### src/rtl/cmp_pkg.sv
// Shared types and helpers for the compare-unit scheduler: FSM states,
// context encoding, the lt/gt/eq flag record and the signed compare itself.
package cmp_pkg;

  typedef enum logic [1:0] {
    IDLE = 2'd0,
    RD_A = 2'd1,
    RD_B = 2'd2,
    CMP  = 2'd3
  } state_e;

  localparam logic CTX_MAIN = 1'b0;
  localparam logic CTX_INT  = 1'b1;

  typedef struct packed {
    logic lt;
    logic gt;
    logic eq;
  } flags_t;

  localparam flags_t FLAGS_RST = 3'b000;

  // Starvation counter width; covers the full 1..15 range of MAX_WAIT.
  localparam int unsigned WAIT_W = 4;

  function automatic flags_t cmp16(input logic [15:0] a, input logic [15:0] b);
    flags_t f;
    f.lt = $signed(a) <  $signed(b);
    f.gt = $signed(a) >  $signed(b);
    f.eq = (a == b);
    return f;
  endfunction

endpackage

### src/rtl/cmp_arb.sv
// Two-requester arbiter: the interrupt context wins ties until main has been
// passed over MAX_WAIT times in a row, after which main is forced through.
module cmp_arb
  import cmp_pkg::*;
#(
  parameter int unsigned MAX_WAIT = 2
) (
  input  logic clk,
  input  logic rst,
  input  logic m_req,
  input  logic i_req,
  input  logic idle,
  input  logic update,
  output logic grant_valid,
  output logic grant_ctx
);

  localparam logic [WAIT_W-1:0] MAX_CNT = WAIT_W'(MAX_WAIT);

  logic [WAIT_W-1:0] starve_q, starve_d;
  logic              m_forced;

  // NOTE: every signal written here gets a default first, so no path leaves
  // it unassigned and no latch is inferred.
  always_comb begin
    m_forced    = m_req && (starve_q == MAX_CNT);
    grant_valid = m_req || i_req;
    grant_ctx   = (i_req && !m_forced) ? CTX_INT : CTX_MAIN;
    starve_d    = starve_q;
    if (idle && !m_req) begin
      starve_d = '0;
    end else if (update) begin
      if (grant_ctx == CTX_MAIN) begin
        starve_d = '0;
      end else if (starve_q != MAX_CNT) begin
        starve_d = starve_q + 1'b1;
      end
    end
  end

  // NOTE: state registers use non-blocking assignments so every flop samples
  // the pre-edge values regardless of block ordering.
  always_ff @(posedge clk or negedge rst) begin
    if (!rst) begin
      starve_q <= '0;
    end else begin
      starve_q <= starve_d;
    end
  end

endmodule

### src/rtl/cmp_sched.sv
// Shared compare-unit scheduler: accepts a request, reads both operands over
// the single register-file port, compares them signed and updates the bank.
module cmp_sched
  import cmp_pkg::*;
#(
  parameter int unsigned MAX_WAIT = 2
) (
  input  logic        clk,
  input  logic        rst,
  input  logic        inter,
  input  logic        m_req,
  input  logic [1:0]  m_num1,
  input  logic [1:0]  m_num2,
  input  logic [15:0] m_arg,
  output logic        m_ack,
  output logic        m_done,
  input  logic        i_req,
  input  logic [1:0]  i_num1,
  input  logic [1:0]  i_num2,
  input  logic [15:0] i_arg,
  output logic        i_ack,
  output logic        i_done,
  output logic [1:0]  rf_sel,
  input  logic [15:0] rf_data,
  output logic        busy,
  output logic        lt,
  output logic        gt,
  output logic        eq
);

  state_e      state_q;
  logic        run_q;
  logic        ctx_q;
  logic [1:0]  num1_q, num2_q;
  logic [15:0] arg_q, op_a_q, op_b_q;
  flags_t      bank0_q, bank1_q;
  flags_t      res, sel_flags;
  logic        idle, accept, grant_valid, grant_ctx;

  assign idle   = (state_q == IDLE);
  // run_q keeps acks quiet while reset is held, without feeding rst into logic.
  assign accept = run_q && idle && grant_valid;

  cmp_arb #(.MAX_WAIT(MAX_WAIT)) u_arb (
    .clk         (clk),
    .rst         (rst),
    .m_req       (m_req),
    .i_req       (i_req),
    .idle        (idle),
    .update      (accept),
    .grant_valid (grant_valid),
    .grant_ctx   (grant_ctx)
  );

  always_comb begin
    m_ack     = accept && (grant_ctx == CTX_MAIN);
    i_ack     = accept && (grant_ctx == CTX_INT);
    m_done    = (state_q == CMP) && (ctx_q == CTX_MAIN);
    i_done    = (state_q == CMP) && (ctx_q == CTX_INT);
    busy      = !idle;
    res       = cmp16(op_a_q, op_b_q);
    sel_flags = inter ? bank1_q : bank0_q;
    lt        = sel_flags.lt;
    gt        = sel_flags.gt;
    eq        = sel_flags.eq;
    unique case (state_q)
      RD_A:    rf_sel = num1_q;
      RD_B:    rf_sel = num2_q;
      default: rf_sel = 2'd0;
    endcase
  end

  // NOTE: the flag banks are architectural state read by branch logic, so
  // they sit on the async reset like the control flops rather than staying X.
  always_ff @(posedge clk or negedge rst) begin
    if (!rst) begin
      state_q <= IDLE;
      run_q   <= 1'b0;
      ctx_q   <= CTX_MAIN;
      num1_q  <= '0;
      num2_q  <= '0;
      arg_q   <= '0;
      op_a_q  <= '0;
      op_b_q  <= '0;
      bank0_q <= FLAGS_RST;
      bank1_q <= FLAGS_RST;
    end else begin
      run_q <= 1'b1;
      unique case (state_q)
        IDLE: begin
          if (accept) begin
            ctx_q   <= grant_ctx;
            num1_q  <= (grant_ctx == CTX_INT) ? i_num1 : m_num1;
            num2_q  <= (grant_ctx == CTX_INT) ? i_num2 : m_num2;
            arg_q   <= (grant_ctx == CTX_INT) ? i_arg  : m_arg;
            state_q <= RD_A;
          end
        end
        RD_A: begin
          op_a_q  <= rf_data;
          state_q <= RD_B;
        end
        RD_B: begin
          // Equal indices select immediate mode: the second operand is arg.
          op_b_q  <= (num1_q == num2_q) ? arg_q : rf_data;
          state_q <= CMP;
        end
        CMP: begin
          if (ctx_q == CTX_INT) bank1_q <= res;
          else                  bank0_q <= res;
          state_q <= IDLE;
        end
        default: state_q <= IDLE;
      endcase
    end
  end

endmodule

### config.mk
export PLATFORM = sky130hd
export DESIGN_NAME = cmp_sched
export DESIGN_NICKNAME = d
export VERILOG_FILES = /design/src/rtl/cmp_pkg.sv /design/src/rtl/cmp_arb.sv /design/src/rtl/cmp_sched.sv
export SDC_FILE = /design/constraint.sdc
export NUM_CORES = 1
export LEC_CHECK = 0
export BUFFER_PORTS_ARGS = -buffer_cell sky130_fd_sc_hd__buf_2
export CORE_ASPECT_RATIO = 0.7
export CORE_MARGIN = 1.5
export CORE_UTILIZATION = 25
export DETAILED_ROUTE_END_ITERATION = 8
export HOLD_SLACK_MARGIN = 0.02
export PLACE_DENSITY_LB_ADDON = 0.2
export SLEW_MARGIN = 30
export SYNTH_ARGS = -nofsm -noshare
export SYNTH_HDL_FRONTEND = slang
export SYNTH_SLANG_ARGS = --single-unit
export TNS_END_PERCENT = 10
### constraint.sdc
create_clock -name clk -period 2.65 [get_ports clk]
set_clock_uncertainty 0.1 [all_clocks]
set_input_delay 0.53 -clock clk [delete_from_list [all_inputs] [get_ports clk]]
set_output_delay 0.53 -clock clk [all_outputs]
set_load 0.1 [all_outputs]
==> impl_metrics.yaml, run 1 <==
synthesis:
  netlist_instances: 335
  synthArstFlopShare_pct: 100.0
  synth_area_mm2: 0.003512
  ys.flop_type: "dfrtp_1"
  synthDistinctLibCells: 38
  ys_seq_elements: 66
  ys_seq_area_share_pct: 47.03
  yosys_warnings: 0
  synth_edf_count: 0
  synth_fp_nets: 419
  synth_area_per_cell_um2: 10.48
timing:
  finalWorstSetupSlack_ns: 0.1602
  fmax_mhz: 401.6
  slew_viol_final: 0
  hold_viol_final: 0
  fin_hold_ws_ns: 0.04685
  fin_setup_tns_ns: 0
  rsz0062_at_grt: "no"
  setup_viol: 0
  fin_crit_ns: 2.490
  period_share_pct: 93.95
finish:
  seq_area_mm2: 0.001652
  areaGrowthSynthToFinish_pct: 28.00
  drive_gt1_share_pct: 29.64
  multi_input_area_mm2: 0.001703
  post_layout_nonfiller_instances: 605
  final_core_util_pct: 32.51
  num-nets-final: 494
  nFillCells: 1465
  insertedDiodeCount: 0
clocking:
  cts_num_sinks: 66
  cts_max_level: 3
  clk_latency_ns: 0.33
  cts_buffers: 9
  clockRootBuffer: "clkbuf_16"
  clk_pin_slew_ns: 0.06
  cts_buffer_depth: 2
  cts_tree: "done"
  post_cts_buffers: 0
routing:
  drtPass1Iterations: 4
  wl_per_cell_um: 14.77
  routed-via-count: 2696
  ant_nets: 0
  wl_met2_um: 3739
  wl_met1_um: 4652
  drcViolationCount: 0
  routed.top_layer: "met4"
  viasPerCell: 4.456
  routed_wl_um: 8938
  drt_iter0_drc: 94
  wl_met3_um: 473
die:
  ios: 71
  coreArea_mm2: 0.01383
  rows: 36
  start_util_pct: 25.40
  dieHeight_um: 102.2
  die_w_um: 144.7
  die-area_mm2: 0.01478
setup_path:
  crit_path_top_delay_cell: "dfrtp_1"
  crit_required_ns: 2.02
  cp-end-kind: "output pin"
  cp-start-kind: "register"
  max_stage_delay_ns: 0.40
  critPathArrivalTime_ns: 1.86
  critPathKind: "reg2out"
  critical-path-top-delay-family: "flip-flops"
  cp.buffers_inverters: 2
  path_cells: "inv_1 -> ha_2 -> nand2_1 -> or2_1 -> a21oi_2 -> buf_12"
  cp_max_fo: 6
global_routing:
  grt_antenna_before_repair: 0
  grt_pass1_wl_um: 14590
  track_usage_pct: 13.29
  grt_overflow: 0
  grt_max_degree: 34
  grt_pass1_vias: 2748
placement:
  place_hpwl_um: 6876
  place_congestion: 0.7840
  portBuffers: 70
  dp.cells: 589
  place_ws_ns: 0.4557
run_status:
  status: "completed"
power_and_ir_drop:
  vdd.ir_drop.worst_v: 0.0004234
  p_leak_uw: 0.002211
  pwr_density_cell_mw_per_mm2: 1295
job:
  maxCapViolations: 0
hold_path:
  hold_class: "in2async"
-- metrics by stage --
| step | power [uW] | area, um^2 |
|---|---|---|
| floorplan | 3844 | 3518 |
| global placement | 4548 | 4173 |
| detailed placement | 4577 | 4173 |
| CTS | 5892 | 4493 |
| global route | 6285 | 4496 |
| finish | 5822 | 4496 |
-- report_power, final --
group          internal (uW)  leakage, uW  switching [uW]  total [uW]
Clock                    846     0.000156             440        1290
Sequential              1480     0.000789             312        1800
Combinational           1140      0.00127            1600        2740
-- routing by layer --
layer,GRT usage (%),up-vias
met5,0,-
met4,3.030,0
met3,4.545,6
met2,19.73,63
met1,18.65,1266
li1,-,1361
-- cells by family after synthesis --
kind of cell / after synthesis / synth area share [%]
buffers and inverters: 42 / 4.738
adder cells (fa/ha/maj): 23 / 8.194
multiplexers: 34 / 10.33
AO/OA/AOI/OAI: 77 / 15.28
XOR/XNOR: 2 / 0.4988
other: 1 / 0.1068
flip-flops: 66 / 47.03
AND/OR/NAND/NOR: 90 / 13.82
-- path summary, 6_finish.rpt --
kind,startpoint,slack (ns),endpoint,cells after the start
worst max-delay path,state_q[1]$_DFFE_PN0P_,0.16,m_ack,6
worst min-delay path,rst,0.05,op_a_q[2]$_DFFE_PN0N_,1
worst max register to register,op_a_q[15]$_DFFE_PN0N_,0.53,bank0_q[2]$_DFFE_PN0P_,6
worst min register to register,bank0_q[0]$_DFFE_PN0P_,0.38,bank0_q[0]$_DFFE_PN0P_,2
max in group asynchronous,rst,1.69,op_b_q[7]$_DFFE_PN0P_,2
min in group clk,i_arg[2],0.33,arg_q[2]$_DFFE_PN0P_,2
-- area by class of cell --
type                       instances  area share [%]
multi-input combinational        227           37.88
sequential                        66           36.74
timing repair buffer              80           10.80
clock buffer                      11           5.399
tap                              190           5.288
inverter                          26           2.171
clock inverter                     5           1.726
-- cells in the mapped netlist, types with 2 or more instances --
cell | instances | area share, %
dfrtp_1 | 66 | 47
a21oi_1 | 26 | 3.7
inv_1 | 26 | 2.8
nor2_1 | 25 | 2.7
ha_1 | 23 | 8.2
a221o_1 | 22 | 6.3
nand2_1 | 22 | 2.4
and3_1 | 21 | 3.7
mux2_2 | 18 | 5.8
o21ai_0 | 17 | 2.4
mux2i_1 | 16 | 4.6
clkbuf_1 | 10 | 1.1
buf_2 | 4 | 0.57
nor2b_1 | 4 | 0.71
a21o_1 | 3 | 0.64
nand2b_1 | 3 | 0.53
nand4_1 | 3 | 0.53
a22oi_1 | 2 | 0.43
nand3_1 | 2 | 0.29
o211ai_1 | 2 | 0.43
o31a_1 | 2 | 0.50
xor2_1 | 2 | 0.50
-- sequential cells by signal, indices dropped and copies added (netlist names) --
name	count
state_q	2
op_b_q	16
run_q	1
num2_q	2
arg_q	16
u_arb.starve_q	4
num1_q	2
bank0_q	3
op_a_q	16
ctx_q	1
bank1_q	3
-- what timing repair did --
action / CTS / global route
resized for setup: 0 / 1
hold buffers: 0 / 0
endpoints found under the setup margin: 0 / 1
-- cells in the final DEF, fill, tap and decap left out, drive strengths merged, types with 4 or more instances in the layout --
cell,n
a21oi,26
o21ai,17
nor2,26
inv,26
and3,21
nand4,4
nand2,22
mux2,18
dfrtp,66
clkbuf,11
a221o,22
buf,80
mux2i,16
ha,23
nor2b,4
a21o,4
(Power assumes the default switching activity.)
==> run 2: changes to the inputs <==
--- a/config.mk
+++ b/config.mk
@@ -5,6 +5,7 @@
 export SDC_FILE = /design/constraint.sdc
 export NUM_CORES = 1
 export LEC_CHECK = 0
+export ABC_AREA = 1
 export BUFFER_PORTS_ARGS = -buffer_cell sky130_fd_sc_hd__buf_2
 export CORE_ASPECT_RATIO = 0.7
 export CORE_MARGIN = 1.5
==> run 2 against run 1 <==
  * Routed wire length fell by 3.4%
  * Critical path depth is 1 higher
  * Sequential power is 2% lower
  * Non-clock buffer count shrank 4
  * First-iteration DRC count up 55%
  * Cell count rose by 8.1%
  * Sequential cell count unchanged
  * Largest cell class is now registers
  * Via count increased by 1.6%
  * Clock power is 11% lower
  * Utilization increased by 0.11 points
==> impl_metrics.yaml, run 2 <==
run_status:
  status: "completed"
setup_path:
  cp-start-kind: "register"
  worstRegToRegCells: 9
  cp_max_fo: 6
  r2r-start: "state_q[1]$_DFFE_PN0P_"
  r2r_slack_ns: 0.81
  crit_path_start: "state_q[1]$_DFFE_PN0P_"
  critPathKind: "reg2out"
  crit_required_ns: 2.02
  endpoint: "i_ack"
  cp-end-kind: "output pin"
  r2r-end: "arg_q[13]$_DFFE_PN0P_"
  critPathArrivalTime_ns: 1.77
placement:
  place_ws_ns: 0.6183
  place_congestion: 0.7819
  portBuffers: 70
  place_hpwl_um: 6436
  dpl_cell_area_mm2: 0.004013
synthesis:
  yosysTopAreaCell: "dfrtp_1"
  synth_fp_nets: 475
  synth_top_area_share_pct: 48.71
  netlist_instances: 391
  synth.area.top_cells: "dfrtp_1 49%, nand2_1 12%, ha_1 8.5%"
  ys_seq_area_share_pct: 48.71
  yosys_warnings: 0
  synth_area_mm2: 0.003391
  ys_seq_elements: 66
  synth_commonest_cells: "110 x nand2_1, 66 x dfrtp_1, 38 x inv_1"
  synthDistinctLibCells: 25
  synth_edf_count: 0
  synthArstFlopShare_pct: 100.0
  ys.flop_type: "dfrtp_1"
  synth_area_per_cell_um2: 8.672
  yosysMostFrequentCell: "nand2_1"
finish:
  fin_area_mm2: 0.004300
  nFillCells: 1403
  final_cell_mix: "110 x nand2_1, 66 x dfrtp_1, 66 x buf_2, 38 x inv_1, 30 x nor2_1"
  final_common_cell: "nand2_1"
  insertedDiodeCount: 0
  top_regs: "arg_q x16, op_a_q x16, op_b_q x16"
  drive_gt1_share_pct: 24.31
  areaGrowthSynthToFinish_pct: 26.83
  num-nets-final: 548
global_routing:
  grt_pass1_vias: 2796
  track_usage_pct: 13.11
  grt_pass1_wl_um: 14440
  grt_overflow: 0
  grt_antenna_before_repair: 0
  grt_max_degree: 67
clocking:
  cts-resized-gates: 0
  clk_latency_ns: 0.33
  cts_tree: "done"
  cts_max_level: 3
  post_cts_buffers: 0
  cts_hold_buf: 0
  clockRootBuffer: "clkbuf_16"
  cts_num_sinks: 66
  cts_buffer_depth: 2
  clk_pin_slew_ns: 0.06
  cts_buffers: 9
timing:
  rsz0062_at_grt: "no"
  slew_viol_final: 0
  hold_viol_final: 0
  fin_crit_ns: 2.397
  setup_viol: 0
  finalWorstSetupSlack_ns: 0.2530
  fmax_mhz: 417.2
  period_share_pct: 90.45
power_and_ir_drop:
  pwr_density_cell_mw_per_mm2: 1329
  p_leak_uw: 0.002161
  power.total_uw: 5714
  vdd.ir_drop.worst_v: 0.0003682
routing:
  wl_per_cell_um: 13.20
  routed_wl_um: 8632
  viasPerCell: 4.187
  routed-via-count: 2738
  drt_iter0_drc: 146
  drcViolationCount: 0
  ant_nets: 0
  drtPass1Iterations: 4
die:
  die-area_mm2: 0.01428
  dieHeight_um: 100.4
  coreArea_mm2: 0.01318
  die_w_um: 142.2
  ios: 71
  start_util_pct: 25.72
  rows: 35
hold_path:
  hold_class: "in2async"
job:
  maxCapViolations: 0
## run 2: worst min-delay path by stage
stage	to	slack, ns	cells after the start	start
final	num1_q[1]$_DFFE_PN0P_	0.1	2	rst
after detailed placement	bank0_q[2]$_DFFE_PN0P_	0.37	2	bank0_q[2]$_DFFE_PN0P_
after global routing	num1_q[1]$_DFFE_PN0P_	0.14	2	rst
after global placement	bank1_q[2]$_DFFE_PN0P_	0.38	2	bank1_q[2]$_DFFE_PN0P_
after floorplan	arg_q[0]$_DFFE_PN0P_	0.13	0	rst
after CTS	num2_q[0]$_DFFE_PN0P_	0.12	2	rst
## run 2: worst max-delay path, stage by stage (launching register included)
cell,delay (ns)
dfrtp_1,0.41
inv_1,0.14
ha_1,0.21
nand2_1,0.10
nor2_4,0.18
nand2_1,0.12
inv_2,0.11
buf_12,0.18
## run 2: metrics by stage
stage / setup TNS, ns / hold WS, ns / std cells / utilization, %
after floorplan: -1.082 / 0.1344 / 391 / -
after global placement: 0 / 0.3785 / 638 / 30.44
after detailed placement: 0 / 0.3709 / 638 / 30.44
after CTS: 0 / 0.1242 / 654 / 32.62
after global routing: 0 / 0.1361 / 654 / 32.62
final: 0 / 0.09724 / 654 / 32.62
## run 2: per-layer routing
metal	wire length, um	up-vias	global-route usage [%]
met5	0	-	0
met2	3393	65	18.20
met4	88	0	3.569
met3	413	10	3.483
li1	-	1414	-
met1	4736	1249	19.76
## run 2: power breakdown
part | switching (uW) | internal [uW]
Clock | 427 | 725
Combinational | 1820 | 983
Sequential | 259 | 1500
Total | 2510 | 3200
## run 2: cells by family after synthesis
| kind of cell | after synthesis | share of synthesized area, % |
|---|---|---|
| buffers and inverters | 55 | 6.827 |
| AOI/OAI and AO/OA | 49 | 7.971 |
| DFF | 66 | 48.71 |
| and+or+nand+nor | 176 | 21.22 |
| muxes | 17 | 5.646 |
| xor gates and xnor gates | 4 | 1.033 |
| other | 1 | 0.1106 |
| adders and majority gates | 23 | 8.487 |
## run 2: layout make-up
| cell class | instances | area, um^2 | share of cell area (%) |
|---|---|---|---|
| clock buffers | 11 | 232.7 | 5.412 |
| clock inverters | 5 | 55.05 | 1.280 |
| inverters | 41 | 153.9 | 3.579 |
| multi-input cells | 270 | 1508 | 35.06 |
| flip-flops and latches | 66 | 1652 | 38.41 |
| well taps | 185 | 231.5 | 5.383 |
| repair buffers | 76 | 467.9 | 10.88 |
